`src/rtl/ex_alu_unit.sv`:
```
// ============================================================================
// Module   : ex_alu_unit
// Purpose  : Execute-stage ALU with single-cycle ops and an iterative
//            mult/div engine writing HI/LO.
// Revision : 1.0 - initial release
// ============================================================================
`default_nettype none

module ex_alu_unit #(
  parameter int WIDTH = 32
) (
  input  logic             clk,
  input  logic             rst_n,
  input  logic             in_valid,
  output logic             in_ready,
  input  logic [4:0]       alu_ctrl,
  input  logic [WIDTH-1:0] src_a,
  input  logic [WIDTH-1:0] src_b,
  output logic             out_valid,
  output logic [WIDTH-1:0] result,
  output logic             overflow,
  output logic             zero,
  output logic             busy
);

  localparam int c_cnt_w = (WIDTH > 1) ? $clog2(WIDTH) : 1;
  localparam logic [c_cnt_w-1:0] c_last = c_cnt_w'(WIDTH - 1);

  localparam logic [4:0] c_add  = 5'h00, c_addu = 5'h01, c_sub  = 5'h02, c_subu = 5'h03;
  localparam logic [4:0] c_and  = 5'h04, c_or   = 5'h05, c_xor  = 5'h06, c_nor  = 5'h07;
  localparam logic [4:0] c_addi = 5'h08, c_addiu = 5'h09, c_slt = 5'h0A, c_sltu = 5'h0B;
  localparam logic [4:0] c_andi = 5'h0C, c_ori  = 5'h0D, c_xori = 5'h0E, c_lui  = 5'h0F;
  localparam logic [4:0] c_mfhi = 5'h10, c_mflo = 5'h12;

  typedef enum logic [1:0] {
    S_IDLE = 2'd0,
    S_RUN  = 2'd1,
    S_FIX  = 2'd2
  } state_t;

  state_t r_state, w_state_nxt;

  logic                 r_out_valid, r_overflow, r_zero;
  logic [WIDTH-1:0]     r_result, r_hi, r_lo;
  logic [2*WIDTH-1:0]   r_acc;
  logic [WIDTH-1:0]     r_mcand, r_src_a;
  logic                 r_is_div, r_neg_q, r_neg_r, r_b_zero;
  logic [c_cnt_w-1:0]   r_cnt;

  logic                 w_accept, w_is_md, w_signed;
  logic [WIDTH-1:0]     w_sum, w_diff, w_res, w_a_mag, w_b_mag;
  logic                 w_ovf;
  logic [WIDTH:0]       w_mul_sum, w_shift, w_trial;
  logic [2*WIDTH-1:0]   w_mul_nxt, w_div_nxt, w_prod;
  logic [WIDTH-1:0]     w_quo, w_rem, w_fix_hi, w_fix_lo;

  assign busy      = (r_state != S_IDLE);
  assign in_ready  = !busy;
  assign out_valid = r_out_valid;
  assign result    = r_result;
  assign overflow  = r_overflow;
  assign zero      = r_zero;

  assign w_accept = in_valid && in_ready;
  assign w_is_md  = (alu_ctrl[4:2] == 3'b110);
  assign w_signed = !alu_ctrl[0];
  assign w_a_mag  = (w_signed && src_a[WIDTH-1]) ? -src_a : src_a;
  assign w_b_mag  = (w_signed && src_b[WIDTH-1]) ? -src_b : src_b;

  always_comb begin
    w_sum  = src_a + src_b;
    w_diff = src_a - src_b;
    w_res  = '0;
    w_ovf  = 1'b0;
    case (alu_ctrl)
      c_add, c_addi: begin
        w_res = w_sum;
        w_ovf = (src_a[WIDTH-1] == src_b[WIDTH-1]) && (w_sum[WIDTH-1] != src_a[WIDTH-1]);
      end
      c_addu, c_addiu: w_res = w_sum;
      c_sub: begin
        w_res = w_diff;
        w_ovf = (src_a[WIDTH-1] != src_b[WIDTH-1]) && (w_diff[WIDTH-1] != src_a[WIDTH-1]);
      end
      c_subu:         w_res = w_diff;
      c_and, c_andi:  w_res = src_a & src_b;
      c_or, c_ori:    w_res = src_a | src_b;
      c_xor, c_xori:  w_res = src_a ^ src_b;
      c_nor:          w_res = ~(src_a | src_b);
      c_slt:          w_res = {{(WIDTH-1){1'b0}}, ($signed(src_a) < $signed(src_b))};
      c_sltu:         w_res = {{(WIDTH-1){1'b0}}, (src_a < src_b)};
      c_lui:          w_res = {{(WIDTH-16){1'b0}}, src_b[15:0]} << 16;
      c_mfhi:         w_res = r_hi;
      c_mflo:         w_res = r_lo;
      default:        w_res = '0;
    endcase
  end

  // One shift-add (multiply) or restoring-subtract (divide) step on {hi,lo} of r_acc.
  always_comb begin
    w_mul_sum = {1'b0, r_acc[2*WIDTH-1:WIDTH]} + (r_acc[0] ? {1'b0, r_mcand} : '0);
    w_mul_nxt = {w_mul_sum, r_acc[WIDTH-1:1]};
    w_shift   = {r_acc[2*WIDTH-1:WIDTH], r_acc[WIDTH-1]};
    w_trial   = w_shift - {1'b0, r_mcand};
    w_div_nxt = w_trial[WIDTH] ? {w_shift[WIDTH-1:0], r_acc[WIDTH-2:0], 1'b0}
                               : {w_trial[WIDTH-1:0], r_acc[WIDTH-2:0], 1'b1};
  end

  always_comb begin
    w_prod = r_neg_q ? -r_acc : r_acc;
    w_quo  = r_neg_q ? -r_acc[WIDTH-1:0] : r_acc[WIDTH-1:0];
    w_rem  = r_neg_r ? -r_acc[2*WIDTH-1:WIDTH] : r_acc[2*WIDTH-1:WIDTH];
    if (!r_is_div) begin
      w_fix_hi = w_prod[2*WIDTH-1:WIDTH];
      w_fix_lo = w_prod[WIDTH-1:0];
    end else if (r_b_zero) begin
      w_fix_hi = r_src_a;
      w_fix_lo = '1;
    end else begin
      w_fix_hi = w_rem;
      w_fix_lo = w_quo;
    end
  end

  always_comb begin
    w_state_nxt = r_state;
    case (r_state)
      S_IDLE:  if (w_accept && w_is_md) w_state_nxt = S_RUN;
      S_RUN:   if (r_cnt == c_last) w_state_nxt = S_FIX;
      S_FIX:   w_state_nxt = S_IDLE;
      default: w_state_nxt = S_IDLE;
    endcase
  end

  always_ff @(posedge clk or negedge rst_n) begin
    if (!rst_n) r_state <= S_IDLE;
    else        r_state <= w_state_nxt;
  end

  always_ff @(posedge clk or negedge rst_n) begin
    if (!rst_n) begin
      r_out_valid <= 1'b0;
      r_result    <= '0;
      r_overflow  <= 1'b0;
      r_zero      <= 1'b0;
      r_hi        <= '0;
      r_lo        <= '0;
      r_acc       <= '0;
      r_mcand     <= '0;
      r_src_a     <= '0;
      r_is_div    <= 1'b0;
      r_neg_q     <= 1'b0;
      r_neg_r     <= 1'b0;
      r_b_zero    <= 1'b0;
      r_cnt       <= '0;
    end else begin
      r_out_valid <= 1'b0;
      case (r_state)
        S_IDLE: begin
          if (w_accept && !w_is_md) begin
            r_out_valid <= 1'b1;
            r_result    <= w_res;
            r_overflow  <= w_ovf;
            r_zero      <= (w_res == '0);
          end else if (w_accept) begin
            // Multiplier (mult) or dividend (div) seeds the low half.
            r_is_div <= alu_ctrl[1];
            r_acc    <= {{WIDTH{1'b0}}, (alu_ctrl[1] ? w_a_mag : w_b_mag)};
            r_mcand  <= alu_ctrl[1] ? w_b_mag : w_a_mag;
            r_neg_q  <= w_signed && (src_a[WIDTH-1] ^ src_b[WIDTH-1]);
            r_neg_r  <= w_signed && src_a[WIDTH-1];
            r_b_zero <= (src_b == '0);
            r_src_a  <= src_a;
            r_cnt    <= '0;
          end
        end
        S_RUN: begin
          r_acc <= r_is_div ? w_div_nxt : w_mul_nxt;
          r_cnt <= r_cnt + 1'b1;
        end
        S_FIX: begin
          r_hi        <= w_fix_hi;
          r_lo        <= w_fix_lo;
          r_result    <= w_fix_lo;
          r_overflow  <= 1'b0;
          r_zero      <= (w_fix_lo == '0);
          r_out_valid <= 1'b1;
        end
        default: ;
      endcase
    end
  end

endmodule

`default_nettype wire

```
`config.mk`:
```
export PLATFORM = sky130hd
export DESIGN_NAME = ex_alu_unit
export DESIGN_NICKNAME = d
export VERILOG_FILES = /design/src/rtl/ex_alu_unit.sv
export SDC_FILE = /design/constraint.sdc
export NUM_CORES = 1
export LEC_CHECK = 0
export BUFFER_PORTS_ARGS = -buffer_cell sky130_fd_sc_hd__buf_2
export CORE_MARGIN = 3
export CORE_UTILIZATION = 41
export DETAILED_ROUTE_END_ITERATION = 10
export PLACE_DENSITY = 0.55
export SETUP_SLACK_MARGIN = 0.4
export SYNTH_ARGS = -nofsm -noshare
export SYNTH_HDL_FRONTEND = slang
export SYNTH_SLANG_ARGS = --single-unit
```
`constraint.sdc`:
```
create_clock -name clk -period 8.2 [get_ports clk]
set_clock_uncertainty 0.2 [all_clocks]
set_input_delay 0.41 -clock clk [delete_from_list [all_inputs] [get_ports clk]]
set_output_delay 0.41 -clock clk [all_outputs]
set_load 0.05 [all_outputs]
```
# Word level (Yosys, flattened, before mapping)
# Cells that the tools add are included.
[classes] n_addsub=10 magnitude_cmp=2 n_eq_ne=30 n_mux=33 bitwise=6 reduce_logical=29
[op_table] op="32-bit two-way mux" n=12
[op_table] op="32-bit case mux with 11 select lines" n=1
[op_table] op="64-bit two-way mux" n=5
[op_table] op="32-bit negation" n=4
[op_table] op="64-bit case mux with 2 select lines" n=1
[op_table] op="32-bit logical NOT" n=3
[op_table] op="32-bit less-than comparator" n=2
[op_table] op="64-bit negation" n=1
[op_table] op="32-bit case mux with 2 select lines" n=1
[op_table] op="5-bit by 4-bit equality test with 1-bit output, second input constant" n=8
[op_table] op="32-bit by 32-bit adder with 33-bit output" n=1
[op_table] op="33-bit by 32-bit subtractor with 33-bit output" n=1
[op_table] op="32-bit adder" n=1
[op_table] op="32-bit bitwise AND" n=1
[op_table] op="32-bit inverter" n=1
[op_table] op="32-bit bitwise OR" n=1
[op_table] op="32-bit subtractor" n=1
[op_table] op="32-bit bitwise XOR" n=1
[op_table] op="5-bit by 3-bit equality test with 1-bit output, second input constant" n=4
[op_table] op="5-bit equality test, second input constant" n=3
[op_table] op="5-bit by 2-bit equality test with 1-bit output, second input constant" n=2
[op_table] op="5-bit two-way mux" n=2
[op_table] op="2-bit inequality test, second input constant" n=5
[op_table] op="5-bit case mux with 2 select lines" n=1
[op_table] op="22 further kinds" n=47
[word_totals] register_bits=238 in_bits=72 output_inout_bits=37 word_cells=125

# Logic depth before layout (Yosys ltp)
[logic_depth] ltp_word=7 depth_mapped=16

# Worst setup path before layout
# No wires, ideal clock.
[synth_timing] path_type="reg-to-reg" start="register r_acc[32]" end="register r_hi[24]" setup_time_ns=0.064 arrival_time_ns=3.399 slack_ns=4.537 stages_incl_launch_ff=14 path_buffers=0 cell_sequence="dfrtp_1 -> inv_1 -> ha_1 -> or3b_4 -> nand4b_4 -> or3_4 -> or4b_4 -> or3_4 -> or3_4 -> o21ai_2 -> xnor2_1 -> nor2_1 -> a211oi_1 -> a21o_1"
[synth_via] elab_chain_cells=4
[synth_lines] element="start, declared" line_no="45" source="logic [2*WIDTH-1:0] r_acc;"
[synth_lines] element="start signal, assigned" line_no="168" source="r_acc <= {{WIDTH{1'b0}}, (alu_ctrl[1] ? w_a_mag : w_b_mag)};"
[synth_lines] element="start signal, assigned" line_no="178" source="r_acc <= r_is_div ? w_div_nxt : w_mul_nxt;"
[synth_lines] element="32-bit negation" line_no="112" source="w_rem = r_neg_r ? -r_acc[2*WIDTH-1:WIDTH] : r_acc[2*WIDTH-1:WIDTH];"
[synth_lines] element="32-bit two-way mux" line_no="112"
[synth_lines] element="32-bit two-way mux" line_no="116" source="end else if (r_b_zero) begin"
[synth_lines] element="32-bit two-way mux *" line_no="113" source="if (!r_is_div) begin"
[synth_lines] element="end signal, assigned" line_no="182" source="r_hi <= w_fix_hi;"
[synth_lines] element="end, declared" line_no="44" source="logic [WIDTH-1:0] r_result, r_hi, r_lo;"
# Every way passes the cells marked *; elsewhere a longest branch is shown, timed or not.
# A chain may end at the register's enable or synchronous reset.

# Worst setup path after layout
[layout_timing] start="input port src_a[5]" end="register r_result[31] (netlist: result[31])"
[layout_via] elab_chain_cells=4
[layout_lines] element="start, declared" line_no="17" source="input logic [WIDTH-1:0] src_a,"
[layout_lines] element="32-bit subtractor or 32-bit adder (tied branches)" line_no="72, 71"
[layout_lines] element="32-bit case mux with 11 select lines *" line_no="75" source="case (alu_ctrl)"
[layout_lines] element="32-bit two-way mux *" line_no="160" source="if (w_accept && !w_is_md) begin"
[layout_lines] element="32-bit case mux with 2 select lines *" line_no="158" source="case (r_state)"
[layout_lines] element="end signal, assigned" line_no="162" source="r_result <= w_res;"
[layout_lines] element="end signal, assigned" line_no="184" source="r_result <= w_fix_lo;"
[layout_lines] element="end, declared" line_no="44"
# Every way passes the cells marked *; elsewhere a longest branch is shown, timed or not. The select of a mux whose other input is x is not followed.

==> qor.yml <==
global_route:
  grt_max_degree: 155
  gr-total-overflow: 0
  grt_first_pass_wirelength_um: 171900
  grtUsageTotal_pct: 36.63
  grt_pass1_vias: 24207
  grt_antenna_before_repair: 5
synth:
  yosysTopAreaCell: "dfrtp_1"
  synth_top_area_share_pct: 24.42
  yosys_warnings: 0
  syn_avg_cell_area_um2: 7.656
  synth_edf_count: 0
  ys_async_sr_fraction_pct: 100.0
  ys_types: 88
  syn-num-nets: 3435
  synthFlopType: "dfrtp_1"
  syn-cell-area_um2: 24390
  netlist_top_cells_area: "dfrtp_1 (24%), ha_1 (8.9%), o21ai_0 (6.1%), a21oi_1 (5.4%), xnor2_1 (5.3%)"
  netlist_instances: 3186
  yosys_register_bits: 238
  seq_area_frac_synth_pct: 24.42
finish:
  final_util_pct: 45.53
  synthToLayoutAreaGrowth_pct: 8.720
  final_cell_mix: "nand2_1 (329), o21ai_0 (298), nor2_1 (270), a21oi_1 (262), dfrtp_1 (235)"
  nNetsFinal: 3412
  drive_gt1_share_pct: 8.501
  final_common_cell: "nand2_1"
setup_path:
  critPathKind: "input port to flop"
  max_stage_delay_ps: 740
  critPathMaxFanout: 10
  startpoint_type: "input port"
  cp_data_required_time_ps: 8480
  critical_path.cell_chain: "dlygate4sd3_1 -> buf_2 -> inv_1 -> ha_1 -> nor3b_1 -> nor4_1 -> a21oi_1 -> nor3_1 -> and3_1 -> o31a_1 -> nor3_1 -> o31a_1 -> o41ai_1 -> o21ai_0"
  crit_path_top_delay_cell: "o41ai_1"
  endpoint_kind: "flop"
  rr_worst_depth: 9
  cp.arrival_ps: 5360
routing:
  vias: 25672
  wl_um: 118600
  avgViaCountPerCell: 6.491
  drc: 0
  drt-pass1-iter-count: 8
  drt-initial-drc-count: 2728
  ant_nets: 0
  routedWlPerCell_um: 29.97
floorplan:
  top_level_ports: 109
  die_w_um: 249.9
  initial_core_util_pct: 41.88
  core_um2: 58250
  fp.dieH_um: 249.9
  dieArea_um2: 62450
  placementRows: 88
power_and_ir_drop:
  clkPwrFrac_pct: 15.7
  comb_power_share_pct: 57.7
  ir_worst_vdd_mv: 0.3377
  p_int_mw: 4.515
  switching_share_pct: 51.18
  p_sw_mw: 4.734
  p_leak_nw: 11.63
  p_per_area_nw_per_um2: 348.8
  power_frac_seq_pct: 26.6
placement:
  post-dp-hpwl_um: 92320
  dp_slack_ps: 3000
  portBuffers: 108
  gp_congestion: 1.008
clocking:
  insertion_delay_ps: 630
  cts-root-buf: "clkbuf_16"
  cts_tree: "built"
  clkSinkCount: 238
  clockBufferDepth: 3
  post-cts-setup-buffers: 0
  htreeDepth: 1
  clkSlewWorstSetupHoldPaths_ps: 70
  cts_buffers: 31
sta:
  slew_viol_final: 0
  slew_headroom_pct: 16.82
  setup_viol: 0
  worstMarginPinSlew_ps: 1245
  fin_crit_sh_pct: 61.91
  fin_hold_ws_ps: 27.07
  hold_violations: 0
  fin_crit_ps: 5077
  finalWorstSetupSlack_ps: 3123
  max_freq_ghz: 0.1970
  grt_setup_unrepaired: "false"
  finalSetupTns_ps: 0
flow_run:
  drv_cap: 0
worst_hold_path:
  hold_depth: 3
  min_path_type: "input port to flop"
status:
  status: "finished, final reports clean"
[cells by family (layout without fill, tap and decap cells)]
logic type	Yosys count	after routing	share of synthesized area, %
compound gates	1090	1090	28.63
mux	109	109	4.494
flops	238	238	24.42
fa+ha+maj	177	177	9.203
buf+inv	377	379	6.304
xor+xnor	209	209	7.536
simple gates	986	986	19.42
other cells	0	2	0
[final cells by class]
cell class | instances | area (µm²)
antenna | 2 | 5.005
clock buffer | 37 | 828.3
clock inverter | 21 | 225.2
fill | 6007 | 31730
inverter | 163 | 611.8
multi-input combinational | 2571 | 16970
sequential | 238 | 5962
tap | 765 | 957.2
timing repair buffer | 158 | 959.7
[power groups by stage]
stage               logic (mW)  registers, mW  clock network, mW
detailed placement        5.25           2.45                  0
finish                    5.34           2.46               1.45
floorplan                 3.85           2.20                  0
global placement          5.17           2.44                  0
CTS                       5.28           2.43               1.47
global route              5.83           2.50               1.52
[worst max-delay path, delay by kind of cell]
kind	cells	cell delay [ps]
buffers and inverters	3	810
AND/OR/NAND/NOR	5	1810
adder cells (fa/ha/maj)	1	510
AO/OA/AOI/OAI	5	1820
[per-layer routing]
layer	routed length, µm	vias to the layer above	track usage [%]
met5	55	-	0
met4	6579	8	16.71
met3	10560	242	6.263
met2	51340	1341	55.94
met1	50010	12577	50.50
li1	-	11504	-
[what timing repair did]
action / in CTS / in global routing
endpoints found under the hold margin: 88 / 0
resized for setup: 0 / 0
hold buffers: 6 / 0
[final timing paths]
check	from	to	slack (ps)
worst min-delay path	src_a[28]	r_src_a[28]	30
worst max register to register	r_state[1]	zero	3570
worst max-delay path	src_a[5]	result[31]	3120
min in group asynchronous	rst_n	r_src_a[5]	160
max in group asynchronous	rst_n	r_b_zero	6140
worst min register to register	r_mcand[22]	r_mcand[22]	280
[sequential cells by signal, summed over array words and instances, names as in the netlist]
signal     count
out_valid      1
zero           1
r_is_div       1
r_lo          32
r_acc         64
overflow       1
r_neg_r        1
r_state        2
r_hi          32
r_mcand       32
r_src_a       32
result        32
r_neg_q        1
r_b_zero       1
r_cnt          5
[cells in the mapped netlist (all sizes together), types with 10 or more instances]
| library cell | number |
|---|---|
| xor2 | 60 |
| or3 | 24 |
| o21a | 17 |
| or2 | 19 |
| nor2 | 276 |
| nor2b | 27 |
| nor4 | 29 |
| and2 | 11 |
| dfrtp | 238 |
| o22ai | 16 |
| o31a | 10 |
| a211oi | 70 |
| or4 | 19 |
| a221o | 34 |
| nand2 | 329 |
| o221ai | 13 |
| o21bai | 14 |
| o21ai | 304 |
| o31ai | 42 |
| a221oi | 18 |
| buf | 56 |
| o41ai | 10 |
| nand3b | 10 |
| xnor2 | 149 |
| a22oi | 22 |
| nor3 | 60 |
| a21oi | 262 |
| a31oi | 32 |
| clkbuf | 157 |
| o211ai | 58 |
| mux2i | 105 |
| and3 | 26 |
| nand2b | 30 |
| ha | 173 |
| nand4 | 24 |
| nand3 | 63 |
| inv | 162 |
| a21o | 88 |
[metrics by stage]
step | std cells | cell area [µm²] | total power [mW]
3_5_place_dp | 3889 | 25400 | 7.695
4_1_cts | 3953 | 26510 | 9.182
2_1_floorplan | 3186 | 24390 | 6.056
6_report | 3955 | 26520 | 9.249
3_3_place_gp | 3889 | 25400 | 7.608
5_1_grt | 3953 | 26510 | 9.847
(Power assumes the default switching activity.)
